<file path="config.mk">
export PLATFORM = sky130hd
export DESIGN_NAME = vector_write_serializer
export DESIGN_NICKNAME = d
export VERILOG_FILES = /design/src/rtl/vector_mem_pkg.sv /design/src/rtl/lane_pick.sv /design/src/rtl/vector_write_serializer.sv
export SDC_FILE = /design/constraint.sdc
export NUM_CORES = 1
export LEC_CHECK = 0
export BUFFER_PORTS_ARGS = -buffer_cell sky130_fd_sc_hd__buf_2
export CORE_UTILIZATION = 51
export CTS_CLUSTER_DIAMETER = 60
export CTS_CLUSTER_SIZE = 40
export DETAILED_ROUTE_END_ITERATION = 8
export PLACE_DENSITY = 0.74
export SLEW_MARGIN = 20
export SYNTH_ARGS = -nofsm -noshare
export SYNTH_HDL_FRONTEND = slang
export SYNTH_SLANG_ARGS = --single-unit
</file>
<file path="constraint.sdc">
create_clock -name CLK -period 3.8 [get_ports CLK]
set_input_delay 0.57 -clock CLK [delete_from_list [all_inputs] [get_ports CLK]]
set_output_delay 0.57 -clock CLK [all_outputs]
set_load 0.1 [all_outputs]
</file>
<file path="src/rtl/vector_mem_pkg.sv">
// rtl/vector_mem_pkg.sv - shared constants, lane-vector types and state enum for the vector memory paths
package vector_mem_pkg;

    localparam int LANES     = 3;
    localparam int DATA_W    = 18;
    localparam int ADDR_W    = 19;
    localparam int MEM_DEPTH = 307200;
    localparam int IDX_W     = $clog2(LANES);

    typedef logic [LANES-1:0][DATA_W-1:0] lane_vec_t;
    typedef logic [LANES-1:0][ADDR_W-1:0] addr_vec_t;
    typedef logic [IDX_W-1:0]             lane_idx_t;

    typedef enum logic [1:0] {
        IDLE  = 2'd0,
        WRITE = 2'd1,
        DONE  = 2'd2
    } vec_state_t;

    // Addresses at or beyond the 640x480 frame are not backed by memory.
    function automatic logic addr_in_range(input logic [ADDR_W-1:0] a);
        return a < ADDR_W'(MEM_DEPTH);
    endfunction

endpackage

</file>
<file path="src/rtl/lane_pick.sv">
// rtl/lane_pick.sv - combinational finder for the next enabled lane of a vector
module lane_pick
    import vector_mem_pkg::*;
(
    input  logic [LANES-1:0] mask,
    input  lane_idx_t        cur,
    input  logic             incl,
    output lane_idx_t        idx,
    output logic             last
);

    // Lowest enabled lane above cur (or at cur when incl); last means none was found.
    always_comb begin
        idx  = '0;
        last = 1'b1;
        for (int i = LANES - 1; i >= 0; i--) begin
            if (mask[i] && ((i > int'(cur)) || (incl && (i == int'(cur))))) begin
                idx  = lane_idx_t'(i);
                last = 1'b0;
            end
        end
    end

endmodule

</file>
<file path="src/rtl/vector_write_serializer.sv">
// rtl/vector_write_serializer.sv - serializes one 3-lane vector into single-port memory writes
module vector_write_serializer
    import vector_mem_pkg::*;
(
    input  logic              CLK,
    input  logic              RST_N,
    input  logic              in_valid,
    output logic              in_ready,
    input  logic [LANES-1:0]  lane_mask,
    input  lane_vec_t         writeData,
    input  logic [ADDR_W-1:0] A1,
    input  logic [ADDR_W-1:0] A2,
    input  logic [ADDR_W-1:0] A3,
    output logic              mem_we,
    output logic [ADDR_W-1:0] mem_addr,
    output logic [DATA_W-1:0] mem_wdata,
    output logic              busy,
    output logic              done,
    output logic              addr_err
);

    vec_state_t        state_q, state_d;
    lane_idx_t         ptr_q, ptr_d;
    lane_vec_t         data_q;
    addr_vec_t         addr_q;
    logic [LANES-1:0]  mask_q;
    logic              err_q, err_d;

    logic              we_d, done_d, aerr_d, busy_d, ready_d;
    logic [ADDR_W-1:0] addr_d;
    logic [DATA_W-1:0] wdata_d;

    logic              accept;
    addr_vec_t         in_addr_vec;
    lane_idx_t         first_idx, next_idx;
    logic              first_none, ptr_last;

    logic              issue;
    lane_idx_t         issue_idx;
    lane_vec_t         src_data;
    addr_vec_t         src_addr;

    assign accept      = in_valid & in_ready;
    assign in_addr_vec = {A3, A2, A1};

    // First lane of an incoming vector, searched from lane 0 inclusive.
    lane_pick u_first (
        .mask (lane_mask),
        .cur  ('0),
        .incl (1'b1),
        .idx  (first_idx),
        .last (first_none)
    );

    // Lane following the one currently on the memory port.
    lane_pick u_next (
        .mask (mask_q),
        .cur  (ptr_q),
        .incl (1'b0),
        .idx  (next_idx),
        .last (ptr_last)
    );

    // State, latched vector and registered outputs.
    always_ff @(posedge CLK or negedge RST_N) begin
        if (!RST_N) begin
            state_q   <= IDLE;
            ptr_q     <= '0;
            data_q    <= '0;
            addr_q    <= '0;
            mask_q    <= '0;
            err_q     <= 1'b0;
            in_ready  <= 1'b1;
            mem_we    <= 1'b0;
            mem_addr  <= '0;
            mem_wdata <= '0;
            busy      <= 1'b0;
            done      <= 1'b0;
            addr_err  <= 1'b0;
        end else begin
            state_q   <= state_d;
            ptr_q     <= ptr_d;
            err_q     <= err_d;
            in_ready  <= ready_d;
            mem_we    <= we_d;
            mem_addr  <= addr_d;
            mem_wdata <= wdata_d;
            busy      <= busy_d;
            done      <= done_d;
            addr_err  <= aerr_d;
            if (accept) begin
                data_q <= writeData;
                addr_q <= in_addr_vec;
                mask_q <= lane_mask;
            end
        end
    end

    // Next state: an empty mask skips straight to DONE; WRITE ends after the last enabled lane.
    always_comb begin
        state_d = state_q;
        case (state_q)
            IDLE:    if (accept) state_d = first_none ? DONE : WRITE;
            WRITE:   if (ptr_last) state_d = DONE;
            DONE:    state_d = IDLE;
            default: state_d = IDLE;
        endcase
    end

    // Next values of the registered outputs; the first lane is issued straight from the inputs.
    always_comb begin
        ptr_d     = ptr_q;
        err_d     = err_q;
        we_d      = 1'b0;
        addr_d    = mem_addr;
        wdata_d   = mem_wdata;
        done_d    = 1'b0;
        aerr_d    = 1'b0;
        busy_d    = busy;
        ready_d   = in_ready;
        issue     = 1'b0;
        issue_idx = ptr_q;
        src_data  = data_q;
        src_addr  = addr_q;
        case (state_q)
            IDLE: begin
                if (accept) begin
                    busy_d   = 1'b1;
                    ready_d  = 1'b0;
                    err_d    = 1'b0;
                    src_data = writeData;
                    src_addr = in_addr_vec;
                    if (first_none) begin
                        done_d = 1'b1;
                    end else begin
                        issue     = 1'b1;
                        issue_idx = first_idx;
                        ptr_d     = first_idx;
                    end
                end
            end
            WRITE: begin
                if (ptr_last) begin
                    done_d = 1'b1;
                    aerr_d = err_q;
                end else begin
                    issue     = 1'b1;
                    issue_idx = next_idx;
                    ptr_d     = next_idx;
                end
            end
            DONE: begin
                busy_d  = 1'b0;
                ready_d = 1'b1;
            end
            default: begin
                busy_d  = 1'b0;
                ready_d = 1'b1;
            end
        endcase
        // An out-of-range lane still spends its cycle but leaves the port idle and flags the vector.
        if (issue) begin
            if (addr_in_range(src_addr[issue_idx])) begin
                we_d    = 1'b1;
                addr_d  = src_addr[issue_idx];
                wdata_d = src_data[issue_idx];
            end else begin
                err_d = 1'b1;
            end
        end
    end

endmodule
</file>
=== Word-level counts from Yosys, hierarchy flattened ===
Index checks and enable logic that the tools add are counted.

* Register bits: 161
* Bits of input ports: 117
* Output and inout bits: 42
* Word-level logic and storage cells: 78

* Order comparisons: 4
* Eq/ne operators: 3
* Muxes and demuxes: 46
* Bitwise operators: 2
* Reductions and logical operators: 6

{| class="wikitable"
|+ Operators by type and width
! operator !! count
|-
| 2-to-1 mux 57 bit || 2
|-
| 2-to-1 mux 54 bit || 2
|-
| binary-select mux 19 bit (select 2 bit) || 1
|-
| binary-select mux 18 bit (select 2 bit) || 1
|-
| 2-to-1 mux 2 bit || 11
|-
| 2-to-1 mux 1 bit || 21
|-
| < comparator 19 bit, second input constant || 1
|-
| 2-to-1 mux 19 bit || 1
|-
| 2-to-1 mux 18 bit || 1
|-
| case mux 1 bit (2 select lines) || 4
|-
| case mux 2 bit (2 select lines) || 2
|-
| AND reduction 2 bit || 3
|-
| != test 2 bit, second input constant || 2
|-
| < comparator 2 x 3 -> 1 bit, second input constant || 1
|-
| equality test 2 x 1 -> 1 bit, second input constant || 1
|-
| greater-than comparator 1 x 2 -> 1 bit, first input constant || 1
|-
| greater-than comparator 2 bit, first input constant || 1
|-
| logical AND 1 bit || 2
|-
| logical NOT 2 bit || 1
|-
| bitwise AND 1 bit || 1
|-
| inverter 1 bit || 1
|}

=== Longest topological paths before layout ===
Gate-level depths: netlist (run 1).

* Depth after elaboration: 11
* Depth in mapped cells: 11
* Depth with buffers taken out: 9

=== Hierarchy ===
From an unflattened synthesis (run 1), not the netlist that was laid out.

* Cell total of the unflattened synthesis: 788
* Area total of the unflattened synthesis: 8499.4 um^2

{| class="wikitable"
|+ By module, submodules not included
! module !! instances !! cells an instance !! area an instance (um^2) !! sequential area each (um^2)
|-
| vector_write_serializer || 1 || 764 || 8344.3 || 4030.1
|-
| lane_pick || 2 || 12 || 77.6 || 0.0
|}

=== Worst setup path before layout (run 1) ===
No wires, ideal clock.

* Kind: register to register
* Start: register in_ready
* End: register mem_addr[10]
* Setup time: 0.124 ns
* Arrival time: 3.000 ns
* Required time: 3.676 ns
* Path slack: 0.676 ns
* Cell stages (with the launch flop): 11
* Period minus slack after synthesis: 3.124 ns
* Cell sequence: dfstp_2 nor4bb_1 o21ai_1 nand3_2 clkbuf_1 clkbuf_1 nor2_1 a221oi_1 nor3_1 a221o_1 a211o_1

* Longest elaborated chain between the ends: 7
* Elaborated cells on any way between the ends: 11
* Those cells by class: 1 x order compare; 8 x mux; 1 x bitwise; 1 x reduce/logical

{| class="wikitable"
|+ Ends and longest elaborated chain
! what !! line !! text
|-
| start, declared || vector_write_serializer.sv:8 || <nowiki>output logic in_ready,</nowiki>
|-
| start signal, assigned || vector_write_serializer.sv:84 || <nowiki>in_ready <= ready_d;</nowiki>
|-
| bitwise AND 1 bit (*) || vector_write_serializer.sv:43 || <nowiki>assign accept = in_valid & in_ready;</nowiki>
|-
| 2-to-1 mux 2 bit / 2-to-1 mux 57 bit (equally long branches) || vector_write_serializer.sv:127 || <nowiki>if (accept) begin</nowiki>
|-
| case mux 2 bit (2 select lines) / 2-to-1 mux 57 bit (equally long branches) || vector_write_serializer.sv:125 || <nowiki>case (state_q)</nowiki>
|-
| binary-select mux 19 bit (select 2 bit) || vector_write_serializer.sv:163, vector_write_serializer.sv:165 ||
|-
| 2-to-1 mux 19 bit (implied by the code) || vector_write_serializer.sv:163, vector_write_serializer.sv:165 ||
|-
| < comparator 19 bit || vector_mem_pkg.sv:22 || <nowiki>return a < ADDR_W'(MEM_DEPTH);</nowiki>
|-
| AND reduction 2 bit (no source line) || n/a ||
|-
| end signal, assigned || vector_write_serializer.sv:86 || <nowiki>mem_addr <= addr_d;</nowiki>
|-
| end, declared || vector_write_serializer.sv:15 || <nowiki>output logic [ADDR_W-1:0] mem_addr,</nowiki>
|}

Mark *: on every way between the ends. The rest lies on a longest branch, timed or not. The select of a mux whose other input is x is not followed.
A chain may end at the register's enable or synchronous reset.

=== Worst setup path in the final report (run 1) ===
* Start: register in_ready
* End: register mem_wdata[5]

* Longest elaborated chain between the ends: 7
* Elaborated cells on any way between the ends: 15
* Those cells by class: 1 x order compare; 12 x mux; 1 x bitwise; 1 x reduce/logical

{| class="wikitable"
|+ Ends and longest elaborated chain
! what !! line !! text
|-
| bitwise AND 1 bit (*) || vector_write_serializer.sv:43 ||
|-
| 2-to-1 mux 2 bit / 2-to-1 mux 57 bit (equally long branches) || vector_write_serializer.sv:127 ||
|-
| case mux 2 bit (2 select lines) / 2-to-1 mux 57 bit (equally long branches) || vector_write_serializer.sv:125 ||
|-
| binary-select mux 19 bit (select 2 bit) || vector_write_serializer.sv:163 || <nowiki>if (addr_in_range(src_addr[issue_idx])) begin</nowiki>
|-
| 2-to-1 mux 19 bit (implied by the code) || vector_write_serializer.sv:163 ||
|-
| < comparator 19 bit || vector_mem_pkg.sv:22 ||
|-
| AND reduction 2 bit (no source line) || n/a ||
|-
| end signal, assigned || vector_write_serializer.sv:87 || <nowiki>mem_wdata <= wdata_d;</nowiki>
|-
| end, declared || vector_write_serializer.sv:16 || <nowiki>output logic [DATA_W-1:0] mem_wdata,</nowiki>
|}

Marks and branches as above.

==> results of run 1 <==
==> metal layers <==
metal | vias up | GRT usage | part of all wire | wire [um]
met2 | 224 | 0.419 | 0.48 | 10500
met5 | - | 0 | 0 | 0
li1 | 3361 | - | - | -
met3 | 32 | 0.0712 | 0.067 | 1480
met4 | 0 | 0.0795 | 0.016 | 358
met1 | 3526 | 0.341 | 0.44 | 9560
==> layout make-up <==
cell class                      instances  area [um2]  share of cell area
Clock buffer                           21         450              0.0431
Multi-Input combinational cell        549        4540               0.435
Timing Repair Buffer                  179        1000              0.0962
Tap cell                              220         275              0.0264
Inverter                                8        30.0             0.00288
Clock inverter                          7         138              0.0132
Sequential cell                       160        4010               0.384
==> flip-flops by register name, indices dropped and copies added (netlist names), 2 cells and up <==
| name | cells |
|---|---|
| mask_q | 2 |
| ptr_q | 2 |
| mem_wdata | 18 |
| addr_q | 57 |
| mem_addr | 19 |
| data_q | 54 |
| state_q | 2 |
==> placed cells by master (no fill, tap or decap), types with 4 or more instances in the layout <==
cell / instances
dfrtp_1: 159
buf_2: 157
mux2_2: 116
nor2_1: 46
mux2i_1: 40
nor3_1: 36
a221oi_1: 35
a221o_1: 33
and2_1: 33
o2bb2ai_1: 32
a32oi_1: 32
nor4_1: 32
a211o_1: 32
nand2_1: 19
clkbuf_16: 17
buf_4: 17
nand3_1: 9
inv_1: 8
a21oi_1: 6
bufinv_16: 4
buf_12: 4
==> through the flow <==
step / cells / hold WS, ps / setup slack (ps) / util / area (um2)
3_3_place_gp: 1116 / 477 / 483 / 0.588 / 9850
4_1_cts: 1144 / 174 / 529 / 0.623 / 10400
6_report: 1144 / 152 / 488 / 0.623 / 10400
3_5_place_dp: 1116 / 490 / 491 / 0.588 / 9850
5_1_grt: 1144 / 201 / 347 / 0.623 / 10400
2_1_floorplan: 796 / 274 / 676 / - / 8830
==> path summary, 6_finish.rpt <==
check / to / slack, ps / cells past startpoint
max: mem_wdata[5] / 490 / 9
min: data_q[39] / 150 / 1
max reg2reg: mem_wdata[5] / 490 / 9
min reg2reg: err_q / 500 / 1
max in group asynchronous: data_q[34] / 2780 / 2
min in group CLK: data_q[29] / 390 / 2
==> logic make-up after synthesis <==
kind of cell,synth area share
buf+inv,0.0418
flops,0.453
simple gates,0.119
mux,0.193
compound gates,0.193
==> impl_metrics.tcl, run 1 <==
set metrics [dict create \
    status "completed" \
    maxSlewViolCount 0 \
    slowest_stage "dfstp_2" \
    postCtsSetupBuffers 0 \
    dieArea_um2 17900 \
    portBuffers 158 \
    die-width_um 134 \
    detail_route.wl_per_cell_um 19.2 \
    finalCritPeriodShare 0.872 \
    hold_viol_final 0 \
    endpoint_kind "flop" \
    drt-total-wl_um 21900 \
    syn_area_um2 8830 \
    synth.area.top_cells "dfrtp_1 45%, mux2_2 15%, mux2i_1 4.5%" \
    die_y_um 134 \
    rsz0062_at_grt "false" \
    path_max_fanout 44 \
    final.setup_skew_ps 4.91 \
    yosys-top-cells-count "159 x dfrtp_1, 116 x mux2_2, 57 x clkbuf_1" \
    io_pins 159 \
    grt_use_total 0.260 \
    drt_iter0_drc 546 \
    drc 0 \
    place.gp.congestion 0.829 \
    path_cells "nor4bb_1, o21ai_1, nand3_2, mux2i_1, o22ai_1, a311o_2, buf_12, a221o_1, a211o_1" \
    clockBufferDepth 2 \
    grt_max_degree 98 \
    slew_headroom 0.357 \
    ys_async_sr_fraction 1.00 \
    htree_levels 4 \
    yosysTopAreaCell "dfrtp_1" \
    grt_first_pass_wirelength_um 37000 \
    start_util 0.527 \
    clock-sinks 160 \
    cts_tree "done" \
    vias 7143 \
    setup_viol 0 \
    critPathLaunchType "flop" \
    yosys.area.top_type_share 0.450 \
    critPathRequiredTime_ps 4110 \
    antennaDiodeCount 0 \
    syn2layout_area_growth_pct 18.2 \
    drv_cap 0 \
    num_rows 47 \
    dp_hpwl_um 14400 \
    path_buf_inv 1 \
    cts_buffers 17 \
    drive_above_1_share 0.365 \
    post-route-min-period_ps 3310 \
    hold_path_class "in -> async" \
    tightestPinTransition_ps 964 \
    ys_ff_latch 160 \
    antenna_found_initial 1 \
    post_cts_resized 0 \
    drtPass1Iterations 5 \
    clk_pin_slew_ps 60 \
    tns_ps 0 \
    synthFlopType "dfrtp_1" \
    cts-hold-fix-buffers 0 \
    yosysWarnings 0 \
    clock.fmax_mhz 302 \
    path_delay_family "compound AO/OA/AOI/OAI gates" \
    seq_area_frac_synth 0.453 \
    yosysMostFrequentCell "dfrtp_1" \
    critPathMaxStageDelay_ps 630 \
    r2r_start "in_ready" \
    clk_latency_ps 420 \
    worst-setup-path-type "reg -> reg" \
    nets 1032 \
    synth-edff-count 0 \
    grt_pass1_vias 7161 \
    overflow 0 \
    cp-startpoint "in_ready" \
    fillCellCount 1380 \
    antenna_left 0 \
    avgSynthCellArea_um2 11.1 \
    synth_cell_types 49 \
    synthesis.nets 913 \
    design.core.area_um2 16800 \
    synth_cells 796 \
    viasPerCell 6.24 \
    cp.arrival_ps 3620 \
    cts-root-buf "clkbuf_16" \
]
Power of run 1 is left out: the tool's default activity adds up to more than one toggle a clock period on the data nets, which glitch-free logic cannot reach.
==> run 2: changes to the inputs <==
- ABC_AREA: not set -> 1
==> run 2 against run 1 <==
  * Sequential cell count is the same
  * Setup slack gained 450 ps
  * Non-clock buffer count shrank 5
  * Via count grew 8.0%
==> impl_metrics.tcl, run 2 <==
set metrics [dict create \
    io_pins 159 \
    met1_usage 0.425 \
    cts_buffers 17 \
    synth_cells 1105 \
    design.core.area_um2 15800 \
    cts-hold-fix-buffers 0 \
    tightestPinTransition_ps 932 \
    met2_usage 0.369 \
    antenna_found_initial 0 \
    post-route-min-period_ps 2860 \
    cts_tree "done" \
    yosysTopAreaCell "dfrtp_1" \
    clockBufferDepth 2 \
    clock-sinks 160 \
    overflow 0 \
    drtPass1Iterations 5 \
    ys_ff_latch 160 \
    largest_reg_flops 57 \
    r2r_start "state_q[0]" \
    regMostFlops "addr_q" \
    rsz0062_at_grt "false" \
    yosys.area.top_type_share 0.482 \
    seq_area_frac_synth 0.486 \
    path_cells "inv_1, nor2_1, nand3_1, nand3_1, buf_4, nand2_1, nand2_1, nand2_1, nor2_1, nand2_1, nand3_1, buf_4, nand2_1, nand2_1" \
    yosysWarnings 0 \
    use_met3 0.0516 \
    dp_hpwl_um 15100 \
    hold_viol_final 0 \
    place.gp.congestion 0.905 \
    clock.fmax_mhz 349 \
    ff2ff_path_depth 14 \
    maxSlewViolCount 0 \
    critPathLaunchType "flop" \
    status "completed" \
    slew_headroom 0.379 \
    r2r_end "mem_wdata[2]" \
    slowest_stage "nand3_1" \
    drt_iter0_drc 996 \
    cts-root-buf "clkbuf_16" \
    synthesis.nets 1222 \
    nets 1338 \
    synth-edff-count 0 \
    worst-setup-path-type "reg -> reg" \
    portBuffers 158 \
    grt_max_degree 114 \
    post_cts_resized 0 \
    synth_cell_types 25 \
    reg_top3 "addr_q x57, data_q x54, mem_addr x19" \
    syn2layout_area_growth_pct 17.3 \
    antenna_left 0 \
    cp.arrival_ps 3220 \
    cp_common_cell "nand2_1" \
    hold_path_class "in -> async" \
    finalCritPeriodShare 0.753 \
    setup_viol 0 \
    synth.area.top_cells "dfrtp_1 48%, nand2_1 18%, o21ai_0 8.6%" \
    drt-total-wl_um 21700 \
    drive_above_1_share 0.175 \
    drc 0 \
    grt_use_total 0.269 \
    endpoint_kind "flop" \
    viasPerCell 5.33 \
    dieArea_um2 16700 \
    grt_first_pass_wirelength_um 34200 \
    die_y_um 129 \
    ys_async_sr_fraction 1.00 \
    avgSynthCellArea_um2 7.46 \
    fillCellCount 1460 \
    yosys-top-cells-count "387 x nand2_1, 159 x dfrtp_1, 142 x o21ai_0" \
    die-width_um 129 \
    critPathRequiredTime_ps 4160 \
    synthFlopType "dfrtp_1" \
    yosysMostFrequentCell "nand2_1" \
    num_rows 46 \
    drv_cap 0 \
    grt_pass1_vias 6552 \
    syn_area_um2 8250 \
    final_common_cell "nand2_1" \
    reg2reg_slack_ps 940 \
    most-common-layout-cells "387 x nand2_1, 159 x dfrtp_1, 157 x buf_2, 142 x o21ai_0, 96 x inv_1" \
    tns_ps 0 \
    start_util 0.521 \
    postCtsSetupBuffers 0 \
    path_max_fanout 38 \
    htree_levels 4 \
    clk_latency_ps 430 \
    detail_route.wl_per_cell_um 15.0 \
    critPathMaxStageDelay_ps 490 \
    top_usage_layer "met1" \
    clk_pin_slew_ps 60 \
    antennaDiodeCount 0 \
    final.setup_skew_ps 10.1 \
    vias 7717 \
]
==> run 2: cell types whose count changed in the layout (fill, tap and decap cells not counted), moves of 40 or more <==
cell     delta
nand2_1   +368
o21ai_0   +140
mux2_2    -116
inv_1      +88
a21oi_1    +63
nand4_1    +43
mux2i_1    -40
nand3_1    +40
==> run 2: routing by layer <==
metal,wire length (um),part of all wire
met1,10700,0.49
met2,9250,0.43
met3,1380,0.063
met5,0,0
met4,348,0.016
==> run 2: final cells by class <==
type / count / area, um2 / area share
sequential: 160 / 4010 / 0.414
multi-input combinational: 768 / 3490 / 0.361
inverter: 100 / 378 / 0.0390
clock inverter: 4 / 72.6 / 0.00750
clock buffer: 26 / 529 / 0.0547
timing repair buffer: 174 / 930 / 0.0961
tap: 216 / 270 / 0.0279
==> run 2: worst max-delay path, delay by kind of cell (launching register included) <==
| family | cells | cell delay (ps) |
|---|---|---|
| flip-flops | 1 | 420 |
| AND/OR/NAND/NOR | 11 | 1660 |
| buffers and inverters | 3 | 720 |
==> run 2: how the worst max path moves through the flow <==
stage	start	to	slack, ps	depth (start not counted)
3_3_place_gp	in_valid	mem_addr[16]	740	14
6_report	state_q[0]	mem_wdata[2]	940	14
5_1_grt	in_ready	mem_wdata[4]	550	16
2_1_floorplan	in_ready	mem_addr[0]	1220	17
4_1_cts	state_q[0]	mem_wdata[2]	930	14
3_5_place_dp	in_valid	err_q	680	15
==> run 2: logic make-up after synthesis <==
kind of cell,count (synthesis),synth area share
simple gates,511,0.256
compound gates,257,0.166
buf+inv,177,0.0922
flops,160,0.486
==> run 2: per-stage QoR <==
step	hold slack [ps]	utilization	std cells	setup slack, ps	instance area (um2)
finish	122	0.611	1448	938	9680
global route	171	0.611	1448	551	9680
CTS	145	0.611	1448	928	9680
detailed placement	456	0.573	1418	682	9080
global placement	450	0.573	1418	736	9080
floorplan	274	-	1105	1220	8250
Power of run 2 is left out for the same reason.
